==> src/rtl/mandel_pkg.sv <==
`default_nettype none
// ============================================================================
//  Module      : mandel_pkg
//  Description : Shared fixed-point width, coordinate type and reset view.
//  Revision    : 1.0 - initial release
// ============================================================================
package mandel_pkg;

    localparam int W    = 14;
    localparam int FRAC = 12;

    typedef logic signed [W-1:0] coord_t;

    localparam coord_t X_START_RST = 14'h2000;
    localparam coord_t X_STEP_RST  = 14'h0013;
    localparam coord_t Y_START_RST = 14'h2C00;
    localparam coord_t Y_STEP_RST  = 14'h0015;

endpackage
`default_nettype wire

==> src/rtl/mandel_coord_sequencer_sync2.sv <==
`default_nettype none
// ============================================================================
//  Module      : sync2
//  Description : Two-flop synchronizer for a bus of host pins.
//  Revision    : 1.0 - initial release
// ============================================================================
module sync2 #(
    parameter int WIDTH = 1
) (
    input  logic             clk,
    input  logic             rst_n,
    input  logic [WIDTH-1:0] d,
    output logic [WIDTH-1:0] q
);

    logic [WIDTH-1:0] r_meta;
    logic [WIDTH-1:0] r_sync;

    always_ff @(posedge clk or negedge rst_n) begin
        if (!rst_n) begin
            r_meta <= '0;
            r_sync <= '0;
        end else begin
            r_meta <= d;
            r_sync <= r_meta;
        end
    end

    assign q = r_sync;

endmodule
`default_nettype wire

==> src/rtl/mandel_coord_sequencer.sv <==
`default_nettype none
// ============================================================================
//  Module      : mandel_coord_sequencer
//  Description : Double-buffered view parameters and raster-locked c stepping.
//  Revision    : 1.0 - initial release
// ============================================================================
module mandel_coord_sequencer #(
    parameter int           W           = mandel_pkg::W,
    parameter logic [W-1:0] X_START_RST = mandel_pkg::X_START_RST,
    parameter logic [W-1:0] X_STEP_RST  = mandel_pkg::X_STEP_RST,
    parameter logic [W-1:0] Y_START_RST = mandel_pkg::Y_START_RST,
    parameter logic [W-1:0] Y_STEP_RST  = mandel_pkg::Y_STEP_RST
) (
    input  logic         clk,
    input  logic         rst_n,
    input  logic [W-1:0] value_in,
    input  logic         input_x,
    input  logic         input_en,
    input  logic         frame_start,
    input  logic         line_start,
    input  logic         pixel_adv,
    output logic [W-1:0] c_re,
    output logic [W-1:0] c_im,
    output logic         cfg_pending,
    output logic         cfg_updated
);

    import mandel_pkg::*;

    logic [W+1:0] w_sync_d;
    logic [W+1:0] w_sync_q;
    logic         w_en;
    logic         w_sel_x;
    logic [W-1:0] w_val;
    logic         w_wr;
    logic         w_commit;

    logic         r_en_q;
    logic         r_ptr_x;
    logic         r_ptr_y;
    logic         r_dirty;
    logic         r_cfg_updated;
    logic [W-1:0] r_sh_x_start, r_sh_x_step, r_sh_y_start, r_sh_y_step;
    logic [W-1:0] r_x_start, r_x_step, r_y_start, r_y_step;
    logic [W-1:0] r_c_re, r_c_im;

    assign w_sync_d = {input_en, input_x, value_in};

    sync2 #(
        .WIDTH (W + 2)
    ) u_sync2 (
        .clk   (clk),
        .rst_n (rst_n),
        .d     (w_sync_d),
        .q     (w_sync_q)
    );

    assign w_en     = w_sync_q[W+1];
    assign w_sel_x  = w_sync_q[W];
    assign w_val    = w_sync_q[W-1:0];
    assign w_wr     = w_en & ~r_en_q;
    // Only commit complete start/step pairs so the view never mixes old and new.
    assign w_commit = frame_start & r_dirty & ~r_ptr_x & ~r_ptr_y;

    always_ff @(posedge clk or negedge rst_n) begin
        if (!rst_n) begin
            r_en_q       <= 1'b0;
            r_ptr_x      <= 1'b0;
            r_ptr_y      <= 1'b0;
            r_sh_x_start <= X_START_RST;
            r_sh_x_step  <= X_STEP_RST;
            r_sh_y_start <= Y_START_RST;
            r_sh_y_step  <= Y_STEP_RST;
        end else begin
            r_en_q <= w_en;
            if (w_wr) begin
                if (w_sel_x) begin
                    if (r_ptr_x) r_sh_x_step  <= w_val;
                    else         r_sh_x_start <= w_val;
                    r_ptr_x <= ~r_ptr_x;
                end else begin
                    if (r_ptr_y) r_sh_y_step  <= w_val;
                    else         r_sh_y_start <= w_val;
                    r_ptr_y <= ~r_ptr_y;
                end
            end
        end
    end

    // A write coinciding with a commit wins, leaving dirty set for the next frame.
    always_ff @(posedge clk or negedge rst_n) begin
        if (!rst_n) begin
            r_dirty       <= 1'b0;
            r_cfg_updated <= 1'b0;
            r_x_start     <= X_START_RST;
            r_x_step      <= X_STEP_RST;
            r_y_start     <= Y_START_RST;
            r_y_step      <= Y_STEP_RST;
        end else begin
            r_cfg_updated <= w_commit;
            if (w_wr)          r_dirty <= 1'b1;
            else if (w_commit) r_dirty <= 1'b0;
            if (w_commit) begin
                r_x_start <= r_sh_x_start;
                r_x_step  <= r_sh_x_step;
                r_y_start <= r_sh_y_start;
                r_y_step  <= r_sh_y_step;
            end
        end
    end

    always_ff @(posedge clk or negedge rst_n) begin
        if (!rst_n) begin
            r_c_re <= X_START_RST;
            r_c_im <= Y_START_RST;
        end else if (frame_start) begin
            r_c_re <= w_commit ? r_sh_x_start : r_x_start;
            r_c_im <= w_commit ? r_sh_y_start : r_y_start;
        end else if (line_start) begin
            r_c_re <= r_x_start;
            r_c_im <= r_c_im + r_y_step;
        end else if (pixel_adv) begin
            r_c_re <= r_c_re + r_x_step;
        end
    end

    assign c_re        = r_c_re;
    assign c_im        = r_c_im;
    assign cfg_pending = r_dirty;
    assign cfg_updated = r_cfg_updated;

endmodule
`default_nettype wire

==> config.mk <==
export PLATFORM = sky130hd
export DESIGN_NAME = mandel_coord_sequencer
export DESIGN_NICKNAME = d
export VERILOG_FILES = /design/src/rtl/mandel_pkg.sv /design/src/rtl/mandel_coord_sequencer_sync2.sv /design/src/rtl/mandel_coord_sequencer.sv
export SDC_FILE = /design/constraint.sdc
export NUM_CORES = 1
export LEC_CHECK = 0
export ABC_AREA = 1
export BUFFER_PORTS_ARGS = -buffer_cell sky130_fd_sc_hd__buf_2
export CORE_MARGIN = 5
export CORE_UTILIZATION = 50
export DETAILED_ROUTE_END_ITERATION = 7
export PLACE_DENSITY_LB_ADDON = 0.05
export SYNTH_ARGS = -nofsm -noshare
export SYNTH_HDL_FRONTEND = slang
export SYNTH_SLANG_ARGS = --single-unit
==> constraint.sdc <==
create_clock -name clk -period 5.13 [get_ports clk]
set_input_delay 0.7695 -clock clk [delete_from_list [all_inputs] [get_ports clk]]
set_output_delay 0.7695 -clock clk [all_outputs]
set_load 0.05 [all_outputs]
==> metrics.md, run 1 <==
| Metric | Value |
|---|---|
| Share of power burned in registers | 39.6% |
| Switching Fraction | 41.3% |
| CP Data Required Time | 5470 ps |
| Antenna-violating nets left | 0 |
| Die Area | 0.0185 mm^2 |
| Setup TNS | 0 ps |
| CTS resizes | 0 |
| Max_cap viols | 0 |
| Post-CTS Hold Buffers | 0 |
| Ant diodes | 0 |
| Hold/Removal Path Class | flip-flop to flip-flop |
| Switching pwr | 2.37 mW |
| Synth warn | 0 |
| Unrepaired setup endpoints after global routing | no |
| Reg-to-reg slack, setup | 2950 ps |
| Crit path time final | 2350 ps |
| First-pass GRT wire length | 30700 um |
| Sink Count | 177 |
| Fin crit share | 45.8% |
| Setup crit start | frame_start |
| Mux cell area share after synthesis | 0% |
| Uppermost layer routed | met4 |
| Site row count | 46 |
| Yosys top cell area share | 48.1% |
| # port buffers | 50 |
| HPWL Detailed | 13000 um |
| Dpl cells | 1163 |
| Share of flip-flops with an asynchronous set or reset | 100% |
| Area of the core | 0.0158 mm^2 |
| Die Ht | 136 um |
| CTS tree | yes |
| Die width | 136 um |
| Leading post-synthesis cells by cell area | dfrtp_1, nand2_1, dfstp_2, ha_1, o21ai_0 |
| Status | completed |
| FILL cells | 1487 |
| Area leader, netlist | dfrtp_1 |
| Layout cells sized above 1 | 13.0% |
| Non-Filler Instances | 1195 |
| TritonRoute pass-1 iters | 5 |
| Final Slew Violations | 0 |
| Post-DR vias/cell | 5.01 |
| Vias in the first global route | 5552 |
| Routability cong. | 0.831 |
| Synth unique cells | 36 |
| Syn_area_per_cell | 8.63 um^2 |
| Fmax | 0.425 GHz |
| DRC | 0 |
| Clock power share | 22.5% |
| DR iter-0 viols | 508 |
| Setup Fix Bufs, Post-CTS | 0 |
| PwrDens | 639 mW/mm^2 |
| Relative slew slack | 30.3% |
| Worst Path Arrival | 2690 ps |
| Compound-Gate Fraction of Synth Area | 8.68% |
| Initial antenna violation count | 0 |
| Post-synth EDFFs | 0 |
| Crit. End Element | flip-flop |
| DRT met1 WL | 9950 um |
| Final WL | 18400 um |
| Worst Tran Pin Value | 1050 ps |
| Global route overflow | 0 |
| Worst setup endpoint | c_im[8]$_DFFE_PN0P_ |
| Comb power frac | 37.9% |
| Post-Synth Adder-Cell Area | 4.59% |
| RR Startpoint | r_ptr_x$_DFFE_PN0P_ |
| Reg2Reg Depth | 7 |
| Vias | 5988 |
| Post-Synth Simple-Gate Area | 24.2% |
| Clock root buffer | clkbuf_16 |
| Hold_sp | u_sync2.r_meta[7]$_DFF_PN0_ |
| Crit-path max FO | 59 |
| Area Overhead vs Synth | 12.7% |
| Worst reg2reg endpoint | c_im[8]$_DFFE_PN0P_ |
| Gr usage total | 21.4% |
| Initial Util | 50.4% |
| Seq/Total Area, Yosys | 56.1% |
| Clock Latency Late Sink | 420 ps |
| Most frequent cells after synthesis | nand2_1, dfrtp_1, inv_1, o21ai_0, nand3_1 |
| CP startpoint kind | primary input |
| Mapped Area | 0.00795 mm^2 |
| Pin count of the biggest net entering global routing | 99 |
| Final #Nets | 1015 |
| Synth Flop Type | dfrtp_1 |
| Power Internal | 3.37 mW |
| Fin. Hold Viols | 0 |
| Synth Area in XOR/XNOR | 0.881% |
| Bufs on Longest Clock Path | 2 |
| FF+latch count, synth | 177 |
| Worst-path clk slew | 60 ps |
| Met3 Wirelength | 943 um |
| WL met2 | 7300 um |
| Share of the core filled with cells | 56.9% |
| Mapped Cells | 922 |
| CTS H-tree depth | 4 |
| Final setup fails | 0 |
| WL/cell | 15.4 um |
| Clock Skew | 8.48 ps |
| Leakage | 4.70 nW |
| Setup CP Type | primary input to flip-flop |
| Main combinational cell family by area after synthesis | simple AND/OR/NAND/NOR gates |
| Num CTS Buffers | 17 |
| Most frequent cell after synthesis | nand2_1 |
| Syn nets | 971 |
| Io pins | 51 |
| Worst VDD drop | 0.261 mV |
[layer usage]
layer  vias to the layer above  track usage (%)
li1                       3026                -
met1                      2811             36.1
met2                       133             28.1
met3                        18             3.74
met4                         0             5.38
met5                         -                0
[metrics by stage]
step | cell area, um^2 | hold slack, ps | power (mW) | setup slack (ps)
floorplan | 7950 | 331 | 3.85 | 3080
global placement | 8370 | 332 | 4.43 | 2350
detailed placement | 8370 | 335 | 4.45 | 2340
CTS | 8970 | 349 | 5.76 | 2770
global route | 8970 | 350 | 6.19 | 2520
finish | 8970 | 347 | 5.73 | 2780
[area by class of cell]
class                      count  area, um^2  area share, %
clock buffer                  18         439           4.90
clock inverter                14         154           1.72
inverter                      79         297           3.31
multi-input combinational    636        3050           34.0
sequential                   177        4460           49.7
tap                          216         270           3.01
timing repair buffer          55         294           3.28
[critical path, cell delays in order]
cell and delay (ps):
buf_2 420, nand3_2 160, inv_2 750, or2_2 230, o21ai_1 70, o21ai_0 150
o21bai_1 120
[logic make-up (layout without fill, tap and decap cells)]
group | Yosys count | count (layout)
adder cells (fa/ha/maj) | 28 | 28
AND/OR/NAND/NOR | 479 | 479
AO/OA/AOI/OAI | 121 | 121
buffers and inverters | 109 | 166
flip-flops | 177 | 177
XOR/XNOR | 8 | 8
[power by group through the flow]
stage	Sequential, mW	Clock (mW)	Combinational (mW)
floorplan	2.50	0	1.36
global placement	2.29	0	2.15
detailed placement	2.29	0	2.16
CTS	2.26	1.32	2.18
global route	2.33	1.38	2.48
finish	2.27	1.29	2.17
[cells in the final DEF (no fill, tap or decap), types with 4 or more instances in the layout]
| master | synthesis | final |
|---|---|---|
| buf_2 | 12 | 49 |
| o21ai_0 | 58 | 58 |
| o21ai_1 | 14 | 14 |
| inv_2 | 5 | 5 |
| ha_1 | 26 | 26 |
| o21ai_2 | 5 | 5 |
| inv_1 | 74 | 74 |
| nand4_1 | 6 | 6 |
| dfstp_2 | 24 | 24 |
| xnor2_1 | 4 | 4 |
| nand3_1 | 48 | 47 |
| clkbuf_16 | 0 | 17 |
| and2_1 | 4 | 4 |
| nand2_1 | 373 | 373 |
| o21bai_1 | 9 | 9 |
| a21oi_1 | 21 | 21 |
| nor2_1 | 35 | 35 |
| dfrtp_1 | 153 | 153 |
| xor2_1 | 4 | 4 |
| buf_4 | 2 | 5 |
[worst min-delay path by stage]
stage,slack [ps],cells after the start,to
2_1_floorplan,330,0,u_sync2.q[0]$_DFF_PN0_
3_3_place_gp,330,0,u_sync2.q[6]$_DFF_PN0_
3_5_place_dp,330,0,u_sync2.q[10]$_DFF_PN0_
4_1_cts,350,0,u_sync2.q[8]$_DFF_PN0_
5_1_grt,350,0,u_sync2.q[8]$_DFF_PN0_
6_report,350,0,u_sync2.q[7]$_DFF_PN0_
[sequential cells by signal, summed over array words and instances, names as in the netlist]
signal	flops
cfg_updated	1
r_ptr_y	1
r_x_start	14
r_en_q	1
r_y_start	14
cfg_pending	1
r_y_step	14
u_sync2.r_meta	16
r_sh_x_start	14
r_x_step	14
c_re	14
r_sh_y_step	14
c_im	14
r_sh_y_start	14
r_sh_x_step	14
r_ptr_x	1
u_sync2.q	16
(Power assumes the default switching activity.)
==> inputs of run 2 (changes only) <==
--- a/config.mk
+++ b/config.mk
@@ -5,7 +5,7 @@
 export SDC_FILE = /design/constraint.sdc
 export NUM_CORES = 1
 export LEC_CHECK = 0
-export ABC_AREA = 1
+export ABC_AREA = 0
 export BUFFER_PORTS_ARGS = -buffer_cell sky130_fd_sc_hd__buf_2
 export CORE_MARGIN = 5
 export CORE_UTILIZATION = 50
==> constraint.sdc (replaced) <==
create_clock -name clk -period 1.9 [get_ports clk]
set_input_delay 0.285 -clock clk [delete_from_list [all_inputs] [get_ports clk]]
set_output_delay 0.285 -clock clk [all_outputs]
set_load 0.05 [all_outputs]
==> run 2 against run 1 <==
The flow now finishes with violations (negative setup slack). Flip-flop and latch count unchanged. Power rose to 3.3 times the previous value. Utilization up 7.8 points. First-iteration DRC count down 68%. Largest cell class unchanged.
==> metrics.md, run 2 <==
| Metric | Value |
|---|---|
| CP Data Required Time | 2220 ps |
| Yosys top cell area share | 50.2% |
| CP bufs+invs | 0 |
| DR iter-0 viols | 162 |
| Most frequent cells in the layout | dfrtp_1, mux2_2, buf_4 |
| Mapped Area | 0.00762 mm^2 |
| Die width | 133 um |
| WHS | 276 ps |
| Routability cong. | 0.901 |
| # port buffers | 50 |
| Dpl cells | 844 |
| Worst Tran Pin Value | 940 ps |
| Die Area | 0.0178 mm^2 |
| Sink Count | 177 |
| Clock Latency Late Sink | 430 ps |
| Power Internal | 11.8 mW |
| Non-Filler Instances | 902 |
| Synth Flop Type | dfrtp_1 |
| Area leader, netlist | dfrtp_1 |
| Status | finished, violations left |
| Leading post-synthesis cells by cell area | dfrtp_1, mux2_2, dfstp_2, ha_1, xnor2_1 |
| Die Ht | 133 um |
| CTS H-tree depth | 4 |
| CTS tree | yes |
| FF+latch count, synth | 177 |
| WL/cell | 18.7 um |
| Final WL | 16900 um |
| Vias | 4977 |
| Antenna-violating nets left | 0 |
| Leakage | 4.34 nW |
| Site row count | 45 |
| Fin crit share | 117% |
| Share of flip-flops with an asynchronous set or reset | 100% |
| Crit-path max FO | 3 |
| Post-synth EDFFs | 0 |
| Switching Fraction | 36.7% |
| Worst-path clk slew | 70 ps |
| Post-route setup slack | -320 ps |
| Gr usage total | 20.3% |
| Most frequent cells after synthesis | dfrtp_1, mux2_2, ha_1, o21ai_0 |
| Ant diodes | 0 |
| TritonRoute pass-1 iters | 4 |
| Synth unique cells | 50 |
| Crit path time final | 2220 ps |
| Share of power burned in registers | 34.7% |
| PwrDens | 1910 mW/mm^2 |
| CP max-delay cell | dfrtp_2 |
| Seq/Total Area, Yosys | 58.5% |
| Vias in the first global route | 5469 |
| Final setup fails | 16 |
| Area Overhead vs Synth | 28.0% |
| Clock Skew | 8.53 ps |
| Worst Path Arrival | 2540 ps |
| Area of the core | 0.0151 mm^2 |
| Fin. Hold Viols | 0 |
| Setup CP Type | flip-flop to flip-flop |
| Num CTS Buffers | 17 |
| Clock power share | 18.6% |
| DRC | 0 |
| First-pass GRT wire length | 28500 um |
| Global route overflow | 0 |
| Io pins | 51 |
| Syn nets | 610 |
| Most frequent cell after synthesis | dfrtp_1 |
| Fmax | 0.451 GHz |
| Family with the most delay on the worst path | compound AO/OA/AOI/OAI gates |
| Syn_area_per_cell | 13.6 um^2 |
| Post-DR vias/cell | 5.52 |
| Hold/Removal Path Class | primary input to flip-flop |
| Pin count of the biggest net entering global routing | 46 |
| Clock root buffer | clkbuf_16 |
| Failing checks | negative setup slack |
| CP startpoint kind | flip-flop |
| FILL cells | 1148 |
| Initial Util | 50.5% |
| Unrepaired setup endpoints after global routing | yes |
| Final #Nets | 750 |
| HPWL Detailed | 11900 um |
| Layout cells sized above 1 | 49.3% |
| Crit path top cell by count | a21o_1 |
| Final Slew Violations | 0 |
| Max_cap viols | 0 |
| Worst VDD drop | 0.958 mV |
| Relative slew slack | 37.1% |
| Mapped Cells | 561 |
| Setup TNS | -2430 ps |
| Crit. End Element | flip-flop |
| Bufs on Longest Clock Path | 2 |
| Reg-to-reg slack, setup | -320 ps |
| Crit path cell chain | ha_4, fa_2, a21o_1, a21oi_4, o31ai_4, a211oi_2, xor2_1, a221oi_2, a21o_1 |
| Comb power frac | 46.8% |
| Crit-path max cell delay | 420 ps |
| Switching pwr | 6.85 mW |
| Most common cell after layout, fill and taps aside | dfrtp_1 |
| Initial antenna violation count | 0 |
| Synth warn | 0 |
-- run 2: changes by cell type in the layout (fill, tap and decap cells not counted), sizes merged, moves of 45 or more --
cell,delta
nand2,-348
inv,-76
nand3,-45
o21ai,-51
buf,+70
mux2,+112
-- run 2: timing repair --
action,4_1_cts,5_1_grt
setup endpoints to repair,17,20
buffers inserted,6,3
hold buffers,17,0
pin swaps,21,20
resized for setup,25,11
endpoints found under the hold margin,43,0
-- run 2: worst min-delay path, cell delays in order --
cell	delay, ps
buf_2	210
nand2_1	110
o31ai_2	60
-- run 2: cells by family after synthesis --
| kind of cell | after synthesis | synth area share (%) |
|---|---|---|
| AO/OA/AOI/OAI | 107 | 9.23 |
| XOR/XNOR | 25 | 2.87 |
| adder cells (fa/ha/maj) | 28 | 4.79 |
| buffers and inverters | 26 | 1.82 |
| flip-flops | 177 | 58.5 |
| multiplexers | 123 | 18.0 |
| AND/OR/NAND/NOR | 75 | 4.76 |
-- run 2: layout make-up --
type	count	area (um^2)	area share, %
flip-flops and latches	177	4490	46.0
well taps	188	235	2.41
repair buffers	142	1090	11.2
multi-input cells	358	3330	34.2
inverters	5	18.8	0.192
clock inverters	11	129	1.32
clock buffers	21	460	4.72
-- run 2: power groups by stage --
stage	Clock (mW)	Combinational, mW	Sequential, mW
after floorplan	0	4.67	7.29
after CTS	3.53	8.50	6.48
after detailed placement	0	7.89	6.53
after global placement	0	7.71	6.45
after global routing	3.71	9.50	6.66
final	3.46	8.72	6.46
-- run 2: layer usage --
layer  global-route usage, %  wire length (um)
met1                    26.7              7540
met2                    33.9              8460
met3                    3.85               506
met4                    7.43               361
met5                       0                 0
-- run 2: path summary, 6_finish.rpt --
kind	end	cells after the start	from
max in group asynchronous	r_sh_x_step[0]$_DFFE_PN1P_	3	rst_n
worst min-delay path	c_re[6]$_DFFE_PN0P_	3	pixel_adv
min in group asynchronous	u_sync2.q[8]$_DFF_PN0_	2	rst_n
worst min register to register	u_sync2.q[9]$_DFF_PN0_	0	u_sync2.r_meta[9]$_DFF_PN0_
worst max-delay path	c_re[12]$_DFFE_PN0P_	9	c_re[0]$_DFFE_PN0P_
worst max register to register	c_re[12]$_DFFE_PN0P_	9	c_re[0]$_DFFE_PN0P_
-- run 2: per-stage QoR --
step	area (um^2)	util, %	power (mW)	worst slack (ps)
6_report	9750	64.6	18.6	-320
5_1_grt	9750	64.6	19.9	-431
4_1_cts	9680	64.1	18.5	-379
3_5_place_dp	8750	58.0	14.4	-409
3_3_place_gp	8750	58.0	14.2	-416
2_1_floorplan	7800	-	12.0	-404
==> inputs of run 3 (changes only) <==
--- a/config.mk
+++ b/config.mk
@@ -10,7 +10,7 @@
 export CORE_MARGIN = 5
 export CORE_UTILIZATION = 50
 export DETAILED_ROUTE_END_ITERATION = 7
-export PLACE_DENSITY_LB_ADDON = 0.05
+export PLACE_DENSITY = 0.72
 export SYNTH_ARGS = -nofsm -noshare
 export SYNTH_HDL_FRONTEND = slang
 export SYNTH_SLANG_ARGS = --single-unit
==> run 3 against run 2 <==
The run still ends with negative setup slack left. Final area increased by 0.21%. Combinational power increased by 2.6%. Global-route usage decreased by 0.36 points. Non-clock buffer count increased by 9. First-iteration DRC count increased by 69%. Power increased by 0.26%. Critical path type unchanged. Critical endpoint is now c_re[10]$_DFFE_PN0P_. Largest cell class unchanged.
==> metrics.md, run 3 (synthesis gave the netlist of run 2 again) <==
| Metric | Value |
|---|---|
| Reg-to-reg slack, setup | -380 ps |
| First-pass GRT wire length | 28100 um |
| RR Startpoint | c_re[0]$_DFFE_PN0P_ |
| Post-DR vias/cell | 5.55 |
| Final Slew Violations | 0 |
| Post-route setup slack | -381 ps |
| Crit path time final | 2280 ps |
| Setup CP Type | flip-flop to flip-flop |
| Io pins | 51 |
| Worst-path clk slew | 70 ps |
| Site row count | 45 |
| Die width | 133 um |
| Status | finished, violations left |
| Unrepaired setup endpoints after global routing | yes |
| Worst reg2reg endpoint | c_re[10]$_DFFE_PN0P_ |
| Leakage | 4.36 nW |
| Final WL | 17200 um |
| DRC | 0 |
| Die Area | 0.0178 mm^2 |
| Final setup fails | 16 |
| Hold/Removal Path Class | primary input to flip-flop |
| Crit path top cell by count | a21o_1 |
| Setup crit start | c_re[0]$_DFFE_PN0P_ |
| Final #Nets | 759 |
| Worst VDD drop | 1.03 mV |
| Area of the core | 0.0151 mm^2 |
| Gr usage total | 20.0% |
| Bufs on Longest Clock Path | 2 |
| Clock root buffer | clkbuf_16 |
| Sink Count | 177 |
| CP Depth | 9 |
| Crit-path max FO | 3 |
| Multi-input logic area | 0.00334 mm^2 |
| HPWL Detailed | 11500 um |
| Relative slew slack | 65.9% |
| Crit-path max cell delay | 420 ps |
| Initial antenna violation count | 0 |
| CTS H-tree depth | 4 |
| DR iter-0 viols | 274 |
| Tot Pwr | 18.7 mW |
| Initial Util | 50.5% |
| CP Data Required Time | 2220 ps |
| Max_cap viols | 0 |
| CP max-delay cell | dfrtp_2 |
| CP bufs+invs | 0 |
| Failing checks | negative setup slack |
| Fin crit share | 120% |
| WL/cell | 18.8 um |
| TritonRoute pass-1 iters | 4 |
| CTS tree | yes |
| Setup TNS | -2460 ps |
| Fmax | 0.438 GHz |
| Routability cong. | 0.900 |
| Num CTS Buffers | 17 |
| Family with the most delay on the worst path | compound AO/OA/AOI/OAI gates |
| Clock Latency Late Sink | 430 ps |
| Worst Path Arrival | 2600 ps |
| Most frequent cells in the layout | dfrtp_1, mux2_2, buf_4 |
| CP startpoint kind | flip-flop |
| Layout cells sized above 1 | 50.6% |
| Crit. End Element | flip-flop |
| Register area | 0.00449 mm^2 |
| Pin count of the biggest net entering global routing | 52 |
| Fin. Hold Viols | 0 |
| Placed instance area | 0.00871 mm^2 |
| Dpl cells | 843 |
| PwrDens | 1910 mW/mm^2 |
| Vias in the first global route | 5511 |
| Post-route cell area | 0.00977 mm^2 |
| Worst Tran Pin Value | 511 ps |
| Antenna-violating nets left | 0 |
| Clock Skew | 8.18 ps |
| Area Overhead vs Synth | 28.3% |
| Vias | 5057 |
| Crit path cell chain | ha_4, fa_2, a21o_1, a21oi_4, o31ai_4, a311oi_2, xor2_1, a221oi_2, a21o_1 |
| Die Ht | 133 um |
| Worst setup endpoint | c_re[10]$_DFFE_PN0P_ |
| Most common cell after layout, fill and taps aside | dfrtp_1 |
| Non-Filler Instances | 911 |
| # port buffers | 50 |
| Reg2Reg Depth | 9 |
| Global route overflow | 0 |
| WHS | 293 ps |
| FILL cells | 1138 |
| Ant diodes | 0 |
## run 3: routing by layer
layer | GRT usage (%) | up-vias | part of all wire (%)
met3 | 4.61 | 19 | 3.6
met1 | 25.6 | 2600 | 44
met2 | 34.2 | 113 | 51
li1 | - | 2325 | -
met5 | 0 | - | 0
met4 | 5.77 | 0 | 1.2
## run 3: metrics by stage
| step | util (%) | setup WS [ps] |
|---|---|---|
| 2_1_floorplan | - | -404 |
| 3_3_place_gp | 57.7 | -395 |
| 3_5_place_dp | 57.7 | -441 |
| 4_1_cts | 63.6 | -423 |
| 5_1_grt | 64.8 | -462 |
| 6_report | 64.8 | -381 |
## run 3: worst min-delay path, cell delays in order
cell and delay (ps):
buf_2 200, nand2_1 140, o31ai_2 60
## run 3: report_power, final
group          switching, mW  internal [mW]
clock network           1.55           1.71
registers               1.01           5.47
logic                   4.57           4.39
total                   7.13           11.6
## run 3: final cells by class
class,instances,area share [%]
Sequential cell,177,45.9
Multi-Input combinational cell,358,34.2
Timing Repair Buffer,151,11.7
Clock buffer,17,4.35
Tap cell,188,2.41
Clock inverter,15,1.25
Inverter,5,0.192
## run 3: repair_timing
item	in CTS	in global routing
resized for setup	25	17
setup endpoints to repair	17	21
gates cloned	0	0
pin swaps	25	16
endpoints found under the hold margin	56	0
buffers inserted	5	14
hold buffers	17	0
## run 3: how the worst min path moves through the flow
| stage | start | to | slack [ps] | depth (start not counted) |
|---|---|---|---|---|
| finish | pixel_adv | c_re[6]$_DFFE_PN0P_ | 290 | 3 |
| global route | pixel_adv | c_re[6]$_DFFE_PN0P_ | 290 | 3 |
| detailed placement | rst_n | u_sync2.r_meta[4]$_DFF_PN0_ | 260 | 1 |
| floorplan | rst_n | c_im[0]$_DFFE_PN0P_ | -10 | 0 |
| global placement | rst_n | u_sync2.r_meta[3]$_DFF_PN0_ | 270 | 1 |
| CTS | pixel_adv | c_re[6]$_DFFE_PN0P_ | 250 | 3 |
